<file path="src/rtl/hamming_decoder.sv">
// Streaming Hamming(7,4) SEC decoder: syndrome in stage 1, correction in stage 2,
// plus a saturating count of corrected words handed downstream.
module hamming_decoder #(
   parameter int CNT_W = 16
) (
   input  logic             clk,
   input  logic             rst,
   input  logic             in_valid,
   output logic             in_ready,
   input  logic [6:0]       in_code,
   output logic             out_valid,
   input  logic             out_ready,
   output logic [3:0]       out_data,
   output logic             out_err,
   output logic [2:0]       out_syndrome,
   input  logic             cnt_clr,
   output logic [CNT_W-1:0] corr_count
);

   logic             w_s1_adv;
   logic             w_s2_adv;
   logic             r_s1_valid;
   logic [3:0]       r_s1_data;
   logic [2:0]       r_s1_syn;
   logic             r_s2_valid;
   logic [3:0]       r_s2_data;
   logic             r_s2_err;
   logic [2:0]       r_s2_syn;
   logic [CNT_W-1:0] r_cnt;

   // Syndrome {s4, s2, s1}; codeword bit 7-k holds position k.
   function automatic logic [2:0] f_syndrome(input logic [6:0] c);
      logic s1, s2, s4;
      s1 = c[6] ^ c[4] ^ c[2] ^ c[0];
      s2 = c[5] ^ c[4] ^ c[1] ^ c[0];
      s4 = c[3] ^ c[2] ^ c[1] ^ c[0];
      return {s4, s2, s1};
   endfunction

   // Only data positions 3, 5, 6, 7 matter; a parity-position syndrome leaves data untouched.
   function automatic logic [3:0] f_correct(input logic [3:0] d, input logic [2:0] s);
      return {d[3] ^ (s == 3'd3), d[2] ^ (s == 3'd5), d[1] ^ (s == 3'd6), d[0] ^ (s == 3'd7)};
   endfunction

   function automatic logic [CNT_W-1:0] f_sat_inc(input logic [CNT_W-1:0] c);
      return (&c) ? c : c + {{(CNT_W-1){1'b0}}, 1'b1};
   endfunction

   assign w_s2_adv = !r_s2_valid || out_ready;
   assign w_s1_adv = !r_s1_valid || w_s2_adv;
   assign in_ready = w_s1_adv;

   // Stage 1: capture data bits and syndrome
   always_ff @(posedge clk or posedge rst) begin
      if (rst) begin
         r_s1_valid <= 1'b0;
      end else if (w_s1_adv) begin
         r_s1_valid <= in_valid;
      end
   end

   always_ff @(posedge clk) begin
      if (w_s1_adv && in_valid) begin
         r_s1_data <= {in_code[4], in_code[2], in_code[1], in_code[0]};
         r_s1_syn  <= f_syndrome(in_code);
      end
   end

   // Stage 2: correct and register outputs
   always_ff @(posedge clk or posedge rst) begin
      if (rst) begin
         r_s2_valid <= 1'b0;
         r_s2_data  <= 4'd0;
         r_s2_err   <= 1'b0;
         r_s2_syn   <= 3'd0;
      end else if (w_s2_adv) begin
         r_s2_valid <= r_s1_valid;
         if (r_s1_valid) begin
            r_s2_data <= f_correct(r_s1_data, r_s1_syn);
            r_s2_err  <= (r_s1_syn != 3'd0);
            r_s2_syn  <= r_s1_syn;
         end
      end
   end

   always_ff @(posedge clk or posedge rst) begin
      if (rst) begin
         r_cnt <= '0;
      end else if (cnt_clr) begin
         r_cnt <= '0;
      end else if (r_s2_valid && out_ready && r_s2_err) begin
         r_cnt <= f_sat_inc(r_cnt);
      end
   end

   assign out_valid    = r_s2_valid;
   assign out_data     = r_s2_data;
   assign out_err      = r_s2_err;
   assign out_syndrome = r_s2_syn;
   assign corr_count   = r_cnt;

endmodule

</file>
<file path="config.mk">
export PLATFORM = sky130hd
export DESIGN_NAME = hamming_decoder
export DESIGN_NICKNAME = d
export VERILOG_FILES = /design/src/rtl/hamming_decoder.sv
export SDC_FILE = /design/constraint.sdc
export NUM_CORES = 1
export LEC_CHECK = 0
export BUFFER_PORTS_ARGS = -buffer_cell sky130_fd_sc_hd__buf_2
export CAP_MARGIN = 20
export CORE_ASPECT_RATIO = 0.6
export CORE_UTILIZATION = 53
export DETAILED_ROUTE_END_ITERATION = 10
export PLACE_DENSITY = 0.87
export SLEW_MARGIN = 20
export SYNTH_ARGS = -nofsm -noshare
export SYNTH_HDL_FRONTEND = slang
export SYNTH_SLANG_ARGS = --single-unit
</file>
<file path="constraint.sdc">
create_clock -name clk -period 2.41 [get_ports clk]
set_input_delay 0.1205 -clock clk [delete_from_list [all_inputs] [get_ports clk]]
set_output_delay 0.1205 -clock clk [all_outputs]
set_load 0.02 [all_outputs]
</file>
==> results_dict.tcl <==
set metrics [dict create \
    layout-drive-gt1-share 0.284 \
    post-place-ws_ns 0.546 \
    path_clk_slew_ns 0.07 \
    cts_resized 0 \
    yosys.area.top_type "dfrtp_1" \
    start_util 0.573 \
    syn-num-nets 172 \
    worstPathArrival_ns 2.17 \
    final_common_cell "buf_2" \
    fin_nets 213 \
    cap_violations 0 \
    min_path_type "input pin to register" \
    first_pass_iters 4 \
    ys_types 38 \
    hold_ws_ns 0.0493 \
    cts_tree "built" \
    rows 15 \
    critPathKind "register to register" \
    n_fill_cell 217 \
    cts_setup_buffers 0 \
    finalPower_mw 1.41 \
    synth_area_um2 1690 \
    ys_ff_latch 33 \
    worstSkewPairLatency_ns 0.29 \
    cts_max_level 2 \
    ioPinCount 38 \
    crit_family "simple AND/OR/NAND/NOR gates" \
    rsz0062_at_grt "no" \
    die_y_um 45.7 \
    grt_pass1_wl_mm 6.24 \
    antenna_found_initial 0 \
    final_area_um2 2050 \
    core_area_um2 2950 \
    maxSlewHeadroom 0.610 \
    postSynthCellCount 159 \
    synth_area_leaders "dfrtp_1 39%, edfxtp_1 12%, xnor2_1 4.7%" \
    path_max_fanout 11 \
    synthToLayoutAreaGrowth_pct 21.6 \
    die_area_um2 3420 \
    start_kind "register" \
    vias_per_cell 5.65 \
    cp_slowest_cell "or4_1" \
    end_kind "register" \
    cts_sinks 33 \
    diodes 0 \
    p_leak_nw 0.897 \
    critical_path_buf_inv_count 0 \
    finalCritPeriodShare 0.811 \
    post_dp_cell_area_um2 1900 \
    totalWireLength_mm 3.91 \
    drt_iter0_drc 138 \
    synth_top_area_share 0.385 \
    yosysSeqAreaShare 0.510 \
    avgRoutedWirePerCell_um 16.1 \
    cpPeakStageDelay_ns 0.55 \
    setup_slack_ns 0.456 \
    numCtsBuffers 5 \
    peakVddDrop_mv 0.405 \
    io_buffers 37 \
    yosysWarningCount 0 \
    max_freq_mhz 512 \
    grt_pass1_vias 1263 \
    tns_ns 0 \
    clockRootBuffer "clkbuf_8" \
    ant_nets 0 \
    synthArstFlopShare 0.788 \
    status "finished, final reports clean" \
    grt_use_total 0.260 \
    holdBufCountCts 0 \
    die_w_um 74.9 \
    critPathRequiredTime_ns 2.63 \
    synth_edf_count 7 \
    num_vias 1374 \
    tightest_slew_ns 0.582 \
    final_hold_viol_count 0 \
    dp_hpwl_mm 2.65 \
    final_cell_mix "37 x buf_2, 26 x dfrtp_1, 14 x nand2_1, 11 x a21oi_1, 9 x xnor2_1" \
    drc 0 \
    setup_violations 0 \
    gp_congestion 0.847 \
    grt_overflow 0 \
    finalCriticalPeriod_ns 1.95 \
    synthFlopType "dfrtp_1" \
    avgSynthCellArea_um2 10.6 \
    clockBufferDepth 2 \
    finalMaxSlewViolations 0 \
    power.density_nw_per_um2 686 \
    fin_skew_ns 0.00843 \
    crit_chain "ha_1, and3_1, nand3_2, or4_1, a21oi_1" \
    grt_max_degree 27 \
]
sequential cells by signal, indices dropped and copies added (netlist names):
register	cells
corr_count	16
out_data	4
out_err	1
out_syndrome	3
out_valid	1
r_s1_data	4
r_s1_syn	3
r_s1_valid	1
synth_stat cells, types with 2 or more instances:
cell      count
nor4_4        2
nor4_1        2
o31ai_1       8
mux2_2        3
xor2_1        3
clkbuf_1      2
nor2b_1       2
nand2b_1      5
xnor2_1       9
edfxtp_1      7
or3_1         3
nand2_1      14
nor3_1        4
inv_1         6
mux2_1        2
a21oi_1      11
dfrtp_1      26
nand3_2       3
nand4_1       2
or4_1         8
nor2_1        8
nand3_1       7
a211oi_1      2
o21ai_0       5
and3_1        2
layout make-up:
cell class | instances | area [µm²] | share of cell area
clock inverters | 1 | 30.0 | 0.0146
clock buffers | 7 | 86.3 | 0.0420
multi-input cells | 115 | 778 | 0.379
flip-flops and latches | 33 | 861 | 0.419
inverters | 6 | 22.5 | 0.0110
well taps | 42 | 52.6 | 0.0256
repair buffers | 39 | 223 | 0.108
kinds of logic after synthesis:
| family | share of synthesized area |
|---|---|
| and+or+nand+nor | 0.257 |
| muxes | 0.0393 |
| AOI/OAI and AO/OA | 0.0948 |
| DFF | 0.510 |
| buffers and inverters | 0.0296 |
| xor gates and xnor gates | 0.0622 |
| adders and majority gates | 0.00741 |
layer usage:
metal	GRT usage	up-vias	routed length, µm
li1	-	663	-
met1	0.354	636	1730
met2	0.402	60	1860
met3	0.0642	15	232
met4	0.113	0	88
met5	0	-	0
metrics by stage:
step / cells / util
3_5_place_dp: 233 / 0.645
5_1_grt: 243 / 0.697
3_3_place_gp: 233 / 0.645
6_report: 243 / 0.697
2_1_floorplan: 159 / -
4_1_cts: 241 / 0.684
path summary, 6_finish.rpt:
kind | from | end | slack [ns] | cells past startpoint
setup / recovery | corr_count[0]$_DFFE_PP0P_ | corr_count[10]$_DFFE_PP0P_ | 0.46 | 5
hold / removal | in_code[4] | r_s1_data[3]$_DFFE_PP_ | 0.05 | 1
setup reg to reg | corr_count[0]$_DFFE_PP0P_ | corr_count[10]$_DFFE_PP0P_ | 0.46 | 5
hold reg to reg | out_data[0]$_DFFE_PP0P_ | out_data[0]$_DFFE_PP0P_ | 0.48 | 2
max in group asynchronous | rst | corr_count[1]$_DFFE_PP0P_ | 1.63 | 4
min in group asynchronous | rst | out_syndrome[0]$_DFFE_PP0P_ | 0.35 | 3
worst register-to-register path: stages (launching register included):
cell	delay, ns
dfrtp_1	0.42
ha_1	0.29
and3_1	0.26
nand3_2	0.23
or4_1	0.55
a21oi_1	0.15
report_power, final:
part	switching (mW)	internal, mW
sequential	0.0357	0.621
combinational	0.125	0.0828
clock	0.207	0.337
total	0.368	1.04
(Power assumes the default switching activity.)
